$ cat config.mk
export PLATFORM = sky130hd
export DESIGN_NAME = bnn_xnor_layer
export DESIGN_NICKNAME = d
export VERILOG_FILES = /design/src/rtl/bnn_xnor_layer.sv
export SDC_FILE = /design/constraint.sdc
export NUM_CORES = 1
export LEC_CHECK = 0
export ABC_AREA = 1
export ABC_CLOCK_PERIOD_IN_PS = 7000
export BUFFER_PORTS_ARGS = -buffer_cell sky130_fd_sc_hd__buf_4
export CORE_MARGIN = 2
export CORE_UTILIZATION = 50
export DETAILED_ROUTE_END_ITERATION = 10
export HOLD_SLACK_MARGIN = 0.1
export PLACE_DENSITY = 0.74
export SYNTH_ARGS = -nofsm -noshare
export SYNTH_HDL_FRONTEND = slang
export SYNTH_SLANG_ARGS = --single-unit
$ cat constraint.sdc
create_clock -name clk -period 7 [get_ports clk]
set_input_delay 0.7 -clock clk [delete_from_list [all_inputs] [get_ports clk]]
set_output_delay 0.7 -clock clk [all_outputs]
set_load 0.05 [all_outputs]
$ cat src/rtl/bnn_xnor_layer.sv
// Binary fully-connected layer: streams DEPTH weight words, XNOR-popcounts each against
// the latched input vector over a two-stage pipeline and thresholds into one bit per neuron.
module bnn_xnor_layer #(
    parameter int N      = 8,
    parameter int DEPTH  = 16,
    parameter int THRESH = N / 2,
    localparam int AW    = $clog2(DEPTH),
    localparam int PW    = $clog2(N + 1)
) (
    input  logic             clk,
    input  logic             rst_n,
    input  logic             weights_ready,
    input  logic             start,
    input  logic [N-1:0]     act_in,
    output logic [AW-1:0]    weight_addr,
    input  logic [N-1:0]     weight_data,
    output logic             busy,
    output logic             pc_valid,
    output logic [PW-1:0]    pc_out,
    output logic [AW-1:0]    pc_idx,
    output logic [DEPTH-1:0] act_out,
    output logic             done,
    output logic             abort
);
    localparam logic [AW-1:0] LAST = AW'(DEPTH - 1);
    localparam logic [PW-1:0] THR  = PW'(THRESH);

    typedef enum logic [1:0] {IDLE, RUN, DRAIN} state_t;
    state_t state;

    logic [N-1:0]  act_reg;
    logic [N-1:0]  xnor_reg;
    logic [AW-1:0] idx1;
    logic          v1;
    logic [PW-1:0] pc;
    logic          abort_now;

    always_comb begin
        pc = '0;
        for (int i = 0; i < N; i++) pc = pc + PW'(xnor_reg[i]);
    end

    assign abort_now = (state != IDLE) && !weights_ready;

    always_ff @(posedge clk or negedge rst_n) begin
        if (!rst_n) begin
            state       <= IDLE;
            act_reg     <= '0;
            xnor_reg    <= '0;
            idx1        <= '0;
            v1          <= 1'b0;
            weight_addr <= '0;
            busy        <= 1'b0;
            pc_valid    <= 1'b0;
            pc_out      <= '0;
            pc_idx      <= '0;
            act_out     <= '0;
            done        <= 1'b0;
            abort       <= 1'b0;
        end else begin
            done  <= 1'b0;
            abort <= 1'b0;
            // The neuron sitting in stage 1 when the run aborts is dropped, not reported.
            if (v1 && !abort_now) begin
                act_out[idx1] <= (pc >= THR);
                pc_out        <= pc;
                pc_idx        <= idx1;
                pc_valid      <= 1'b1;
            end else begin
                pc_valid <= 1'b0;
            end
            if (abort_now) begin
                abort       <= 1'b1;
                busy        <= 1'b0;
                v1          <= 1'b0;
                weight_addr <= '0;
                state       <= IDLE;
            end else begin
                case (state)
                    IDLE: if (start && weights_ready) begin
                        act_reg     <= act_in;
                        weight_addr <= '0;
                        busy        <= 1'b1;
                        state       <= RUN;
                    end
                    RUN: begin
                        xnor_reg <= ~(weight_data ^ act_reg);
                        idx1     <= weight_addr;
                        v1       <= 1'b1;
                        if (weight_addr == LAST) begin
                            weight_addr <= '0;
                            state       <= DRAIN;
                        end else begin
                            weight_addr <= weight_addr + AW'(1);
                        end
                    end
                    DRAIN: begin
                        v1    <= 1'b0;
                        done  <= 1'b1;
                        busy  <= 1'b0;
                        state <= IDLE;
                    end
                    default: state <= IDLE;
                endcase
            end
        end
    end
endmodule

**Word-level counts from Yosys, hierarchy flattened**

Cells that the tools add are included.

- $add $sub $neg: 8
- Order comparisons: 3
- Equal/unequal tests: 5
- Mux-type cells: 20
- Bitwise gates (word level): 3
- Reductions and logical operators: 16

Operators by type and width:

| kind | count |
|---|---|
| $add A4 B1 Y4 | 4 |
| $bwmux W16 | 1 |
| $mux W4 | 3 |
| $reduce_bool A3 Y1 | 3 |
| $mux W1 | 8 |
| $not A8 Y8 | 1 |
| $pmux W4 S2 | 1 |
| $reduce_and A2 Y1 | 4 |
| $xor A8 B8 Y8 | 1 |
| $mux W2 | 3 |
| $ne A3 B3 Y1 const B | 2 |
| $lt A4 B5 Y1 const B | 1 |
| $add A3 B1 Y4 | 1 |
| $add A4 B1 Y4 const B | 1 |
| $demux W1 S4 | 1 |
| $eq A4 B4 Y1 const B | 1 |
| $ge A4 B1 Y1 const B | 1 |
| $ge A4 B3 Y1 const B | 1 |
| $logic_and A1 B1 Y1 | 4 |
| $pmux W1 S2 | 2 |
| $pmux W2 S2 | 1 |
| $add A2 B1 Y3 | 1 |
| $reduce_and A3 Y1 | 1 |
| $add A1 B1 Y2 | 1 |
| other kinds (6) | 7 |

- Register bits after elaboration: 55
- Input port bits: 20
- Output and inout bits: 32
- Logic and storage cells: 68

**Depth between registers and ports, before layout**

Gate-level depths: netlist (run 1).

- Depth in word-level cells: 9
- Depth in mapped cells: 12
- Gate-level depth less buffers: 11

**Worst setup path after synthesis (run 1)**

OpenSTA, ideal clock, no wires.

- Path kind: register -> register
- From: register xnor_reg[0]
- To: register act_out[10]
- Setup time: 0.124 ns
- Data arrival time: 3.058 ns
- Data required time: 6.876 ns
- Slack: 3.818 ns
- Cell stages (with the launch flop): 13
- Path buffers: 1
- Period minus slack after synthesis: 3.182 ns
- Cells stage by stage: dfrtp_1 -> inv_1 -> fa_1 -> fa_1 -> fa_1 -> inv_1 -> ha_1 -> inv_1 -> fa_1 -> xnor2_1 -> nor2_1 -> clkbuf_2 -> o21ai_1

- Word-level cells in the longest chain between the ends: 9

RTL lines:

| what | line | text |
|---|---|---|
| start: declaration | 32 | `logic [N-1:0] xnor_reg;` |
| start signal: assignment | 87 | `xnor_reg <= ~(weight_data ^ act_reg);` |
| $add A1 B1 Y2 | 40 | `for (int i = 0; i < N; i++) pc = pc + PW'(xnor_reg[i]);` |
| $add A2 B1 Y3 | 40 |  |
| $add A3 B1 Y4 | 40 |  |
| $add A4 B1 Y4 (4 in a row) | 40 |  |
| $ge A4 B3 Y1 | 65 | `act_out[idx1] <= (pc >= THR);` |
| $bwmux W16 | 65 |  |
| end signal: indexed assignment | 65 |  |
| end: declaration | 21 | `output logic [DEPTH-1:0] act_out,` |

No other way between the ends.
A chain may end at the register's enable or synchronous reset.

**Worst setup path in the final report (run 1)**

- From: register xnor_reg[0]
- To: register act_out[2]

Same word-level chain as after synthesis.

==> run summary, run 1 <==
CP Data Arrival Time: 3.88 ns
Post-synth top area cell: dfrtp_1
Largest register FFs: 16
H-Tree Depth: 2
Worst hold margin: 0.425 ns
Synth area leaders: dfrtp_1 54%, nand2_1 13%, o21ai_0 5.3%, inv_1 5.2%, o21ai_1 3.8%
Endpoints failing setup: 0
Die area: 5650 sq um
Leak Pwr: 1.57 nW
Worst r2r src: xnor_reg[0]$_DFFE_PN0P_
Syn Area/Cell: 8.86 sq um
# Max-Cap Violations: 0
Fmax: 268 MHz
Hold_buf cts: 0
Sequential share of the synthesized area: 54.3%
Vias in the first global route: 1,727
Clock Latency Late Sink: 0.30 ns
Synth cell types: 24
Main flop type after synthesis: dfrtp_1
Die Wd: 75.2 microns
Core Region: 4820 sq um
Number of I/O pins: 52
Core Util, Final: 63.6%
Nature of the critical path endpoint: flop
Reg-to-Reg End: act_out[2]$_DFFE_PN0P_
Root Buffer: clkbuf_8
Unrepaired setup endpoints after global routing: false
Top cells by count, synth: 88 x nand2_1, 55 x dfrtp_1, 35 x inv_1
Total grt overflow: 0
Pwr/cell area: 464 nW/um^2
Pre-CTS setup slack: 3.23 ns
Post-synth EDFFs: 0
Status: completed
Fin. Hold Viols: 0
FFs w/ async S/R, synth: 100%
DRC errors left: 0
Crit path top cell by count: fa_1
Setup Crit Path Kind: reg2reg
Final net count: 365
Top-area cell type share of the netlist area: 54.3%
Most frequent cell after synthesis: nand2_1
Initial DRT Pass Iterations: 4
CTS tree: yes
VDD IR max: 0.281 mV
Final Cell Area: 3070 sq um
Area grow syn2layout: 21.0%
Clock skew: 0.00359 ns
Max clock buf depth: 2
Layout cells sized above 1: 19.8%
PortBufs: 51
Starting Density: 52.6%
Post-cts gate resize count: 0
Yosys warns: 0
Initial antenna violation count: 0
FILL cells: 439
Antenna fix cells: 0
Max incr delay on CP: 0.71 ns
Placed cell areas: 2950 sq um
Reg2Reg Depth: 11
Row count: 25
DR WL/cell: 11.2 microns
Crit path max fanout: 16
Final period utilization: 53.3%
R2R Setup Slk: 3.27 ns
WL final: 4.54 mm
Worst-path clk slew: 0.09 ns
Slowest CP cell: nor2_1
Worst setup margin: 3.27 ns
Synthesized area: 2530 sq um
Setup TNS: 0 ns
Final GP Congestion: 0.776
First-pass GRT wire length: 7.66 mm
Routed Antenna Nets: 0
Count of pins over their slew limit: 0
Mapped Nets: 314
Worst-path cell chain: inv_1, fa_1, fa_1, fa_1, inv_1, ha_1, inv_1, fa_1, xnor2_1, nor2_1, o21ai_0
Critical path launch point type: flop
DP Wirelength: 3.32 mm
Gr usage total: 17.7%
Post-synthesis instance total: 286
Worst path required time: 7.15 ns
Worst Hold Class: in2async
# clock sinks: 55
Vias: 1,904
Die H: 75.2 microns
Relative slew slack: 37.4%
Pin count of the biggest net entering global routing: 56
#FFs+latches synth: 55
Via/cell ratio: 4.70
Crit path time final: 3.73 ns
Initial DRC Count: 68
Worst-Margin Slew: 0.935 ns
CTS buffer count: 5
Setup Fix Bufs, Post-CTS: 0
## cells in the final DEF (no fill, tap or decap)
cell	count
ha_1	4
and2_1	1
nand2_1	88
buf_4	51
or2_2	1
nor2_4	4
o21ai_1	19
nand3_1	4
clkbuf_8	6
xor2_1	8
nor2_1	20
dfrtp_1	55
nand2_2	1
xnor2_1	1
clkinv_2	1
fa_1	4
bufinv_16	1
a21oi_1	1
inv_2	1
nand3_2	1
inv_1	35
o21ai_0	27
a21boi_1	1
nand4_1	3
## area by class of cell
class                           instances  area (sq um)  share of cell area (%)
Sequential cell                        55          1380                    44.9
Multi-Input combinational cell        188           970                    31.6
Timing Repair Buffer                   51           383                    12.5
Inverter                               36           135                    4.41
Tap cell                               67          83.8                    2.73
Clock buffer                            6          82.6                    2.69
Clock inverter                          2          35.0                    1.14
## worst max-delay path, delay by kind of cell (launching register included)
family,cells,cell delay (ns)
adder cells (fa/ha/maj),5,1.95
AND/OR/NAND/NOR,1,0.71
flip-flops,1,0.36
AO/OA/AOI/OAI,1,0.22
buffers and inverters,3,0.18
XOR/XNOR,1,0.15
## power by group
group	switching [mW]	internal, mW	leakage [nW]
Clock	0.100	0.116	0.0612
Combinational	0.491	0.229	0.785
Sequential	0.0668	0.418	0.725
Total	0.659	0.763	1.57
## cells by family (layout without fill, tap and decap cells)
kind of cell	after synthesis	count (layout)	synth area share, %
AO/OA/AOI/OAI	48	48	9.58
XOR/XNOR	9	9	3.11
adder cells (fa/ha/maj)	8	8	5.14
buffers and inverters	43	95	7.41
flip-flops	55	55	54.3
AND/OR/NAND/NOR	123	123	20.4
## how the worst max path moves through the flow
stage / from / endpoint / depth (start not counted)
2_1_floorplan: xnor_reg[0]$_DFFE_PN0P_ / act_out[10]$_DFFE_PN0P_ / 12
3_3_place_gp: xnor_reg[0]$_DFFE_PN0P_ / act_out[0]$_DFFE_PN0P_ / 11
3_5_place_dp: xnor_reg[0]$_DFFE_PN0P_ / act_out[1]$_DFFE_PN0P_ / 11
4_1_cts: xnor_reg[0]$_DFFE_PN0P_ / act_out[1]$_DFFE_PN0P_ / 11
5_1_grt: xnor_reg[0]$_DFFE_PN0P_ / act_out[0]$_DFFE_PN0P_ / 11
6_report: xnor_reg[0]$_DFFE_PN0P_ / act_out[2]$_DFFE_PN0P_ / 11
## metrics by stage
stage	power, mW	instances
2_1_floorplan	1.04	286
3_3_place_gp	1.18	397
3_5_place_dp	1.22	397
4_1_cts	1.44	405
5_1_grt	1.55	405
6_report	1.42	405
## metal layers
metal	up-vias	wire, microns	global-route usage, %
met1	853	2190	25.3
met5	-	0	0
met3	5	244	4.55
met2	53	2060	27.1
li1	993	-	-
met4	0	48	5.07
(Power assumes the default switching activity.)
==> inputs of run 2 (changes only) <==
ABC_CLOCK_PERIOD_IN_PS = 3300   (was 7000)
CORE_UTILIZATION = 49   (was 50)
PLACE_DENSITY = 0.75   (was 0.74)
clock period = 3.3 ns   (was 7 ns; I/O delays follow)
==> run 2 against run 1 <==
Global-route usage down 0.61 points. Power grew 130%. Worst setup slack got worse by 3.1 ns. Combinational power increased to 2.5 times the previous value. Non-clock buffer count increased by 4. Clock power rose by 71%. Highest routed layer unchanged. Largest power group unchanged. Via count increased by 1.2%. First-iteration DRC count grew 46%. Maximum frequency is 20% higher.
==> run summary, run 2 (synthesized netlist as in run 1, its figures left out) <==
Crit path max fanout: 6 (-10)
Crit path time final: 3.12 ns (-0.611 ns)
DP Wirelength: 3.30 mm (-0.49%)
Placed cell areas: 2950 sq um (+0.13%)
Relative slew slack: 55.7% (+18 points)
DR WL/cell: 11.2 microns (-0.12%)
PnR Total Power: 3.23 mW (+130%)
Initial DRT Pass Iterations: 4 (unchanged)
Die H: 75.9 microns (+0.96%)
Area grow syn2layout: 22.3%
Largest register FFs: 16 (unchanged)
CP delay by family, top: adder cells
Worst-path clk slew: 0.09 ns (about the same)
Endpoints failing setup: 0 (unchanged)
Initial DRC Count: 99 (+46%)
WL final: 4.61 mm (+1.6%)
Pwr/cell area: 1040 nW/um^2 (+120%)
PortBufs: 51 (unchanged)
Clock skew: 0.00498 ns (+0.00139 ns)
Number of I/O pins: 52 (unchanged)
Root Buffer: clkbuf_8
# Max-Cap Violations: 0 (unchanged)
Die area: 5760 sq um (+1.9%)
Count of pins over their slew limit: 0 (unchanged)
H-Tree Depth: 2 (unchanged)
Routed Antenna Nets: 0 (unchanged)
Critical path buffers and inverters: 4 (+1)
Worst Hold Class: in2reg
Layout cells sized above 1: 21.1% (+1.2 points)
Slowest CP cell: fa_1
Unrepaired setup endpoints after global routing: false
Final Cell Area: 3100 sq um (+1.1%)
Final GP Congestion: 0.819 (+5.5%)
Final net count: 369 (+1.1%)
Row count: 26 (+4.0%)
Clock Latency Late Sink: 0.31 ns (about the same)
Nature of the critical path endpoint: flop
Worst-Margin Slew: 0.664 ns (-0.271 ns)
Leak Pwr: 1.58 nW (+0.81%)
VDD IR max: 0.440 mV (+56%)
Gr usage total: 17.1% (-0.61 points)
Most frequent cells in the layout: 88 x nand2_1, 55 x dfrtp_1, 53 x buf_4, 35 x inv_1, 25 x o21ai_0
Max clock buf depth: 2 (unchanged)
Fin. Hold Viols: 0 (unchanged)
CTS buffer count: 5 (unchanged)
Final period utilization: 94.4% (+41 points)
FILL cells: 455 (+3.6%)
Worst-path cell chain: inv_1, fa_1, fa_1, fa_1, inv_1, ha_1, inv_1, fa_2, xnor2_2, nor2_4, buf_4, o21ai_1
Pin count of the biggest net entering global routing: 56 (unchanged)
Via/cell ratio: 4.68 (-0.51%)
Core Region: 5040 sq um (+4.7%)
CP Data Arrival Time: 3.33 ns (-0.55 ns)
Vias in the first global route: 1,848 (+7.0%)
Max incr delay on CP: 0.55 ns (-0.16 ns)
Vias: 1,927 (+1.2%)
Total grt overflow: 0 (unchanged)
Setup Crit Path Kind: reg2reg
Status: completed
DRC errors left: 0 (unchanged)
Fmax: 321 MHz (+20%)
CTS tree: yes
Worst path required time: 3.51 ns (-3.64 ns)
Commonest non-fill, non-tap cell in the layout: nand2_1
Antenna fix cells: 0 (unchanged)
First-pass GRT wire length: 8.07 mm (+5.4%)
# clock sinks: 55 (unchanged)
Die Wd: 75.9 microns (+0.96%)
Starting Density: 50.2% (-2.3 points)
Initial antenna violation count: 0 (unchanged)
Critical path launch point type: flop
Setup TNS: 0 ns (unchanged)
==> run 2: cell count changes in the layout (fill, tap and decap cells not counted), sizes merged <==
cell	previous run	this run
buf	51	54
bufinv	1	0
clkinvlp	0	1
dlygate4sd3	0	1
==> run 2: through the flow <==
step	util [%]	hold WS [ns]	instances	setup WS [ns]
CTS	60.6	0.234	409	0.0170
global route	61.5	0.233	412	0.0351
floorplan	-	0.0344	286	0.118
global placement	58.5	0.407	400	-0.261
finish	61.5	0.239	412	0.183
detailed placement	58.5	0.410	400	-0.432
==> run 2: area by class of cell <==
| class | instances | area [sq um] | share of cell area (%) |
|---|---|---|---|
| clock inverters | 2 | 12.5 | 0.404 |
| clock buffers | 6 | 72.6 | 2.34 |
| well taps | 70 | 87.6 | 2.83 |
| multi-input cells | 188 | 987 | 31.9 |
| flip-flops and latches | 55 | 1380 | 44.4 |
| inverters | 36 | 135 | 4.36 |
| repair buffers | 55 | 428 | 13.8 |
==> run 2: repair_timing <==
action,in CTS,in global routing
hold buffers,1,0
hold endpoints to repair,55,0
gates resized for setup,2,4
setup buffers,0,3
pin swaps,0,2
setup endpoints to repair,16,16
==> run 2: power by group <==
group | switching (mW) | internal (mW)
Combinational | 1.12 | 0.710
Clock | 0.221 | 0.149
Sequential | 0.142 | 0.887
==> run 2: per-layer routing <==
| metal | up-vias | track usage, % | wire, microns |
|---|---|---|---|
| met3 | 6 | 4.64 | 229 |
| li1 | 999 | - | - |
| met1 | 876 | 21.6 | 2190 |
| met4 | 0 | 5.27 | 57 |
| met2 | 46 | 29.0 | 2140 |
| met5 | - | 0 | 0 |
==> run 2: path summary, 6_finish.rpt <==
| path | startpoint | endpoint | slack [ns] | depth (start not counted) |
|---|---|---|---|---|
| max reg2reg | xnor_reg[0]$_DFFE_PN0P_ | act_out[13]$_DFFE_PN0P_ | 0.18 | 12 |
| max | xnor_reg[0]$_DFFE_PN0P_ | act_out[13]$_DFFE_PN0P_ | 0.18 | 12 |
| min reg2reg | pc_out[2]$_DFFE_PN0P_ | pc_out[2]$_DFFE_PN0P_ | 0.48 | 2 |
| min in group asynchronous | rst_n | act_out[8]$_DFFE_PN0P_ | 0.59 | 2 |
| max in group asynchronous | rst_n | xnor_reg[6]$_DFFE_PN0P_ | 2.27 | 2 |
| min | weights_ready | abort$_DFF_PN0_ | 0.24 | 2 |
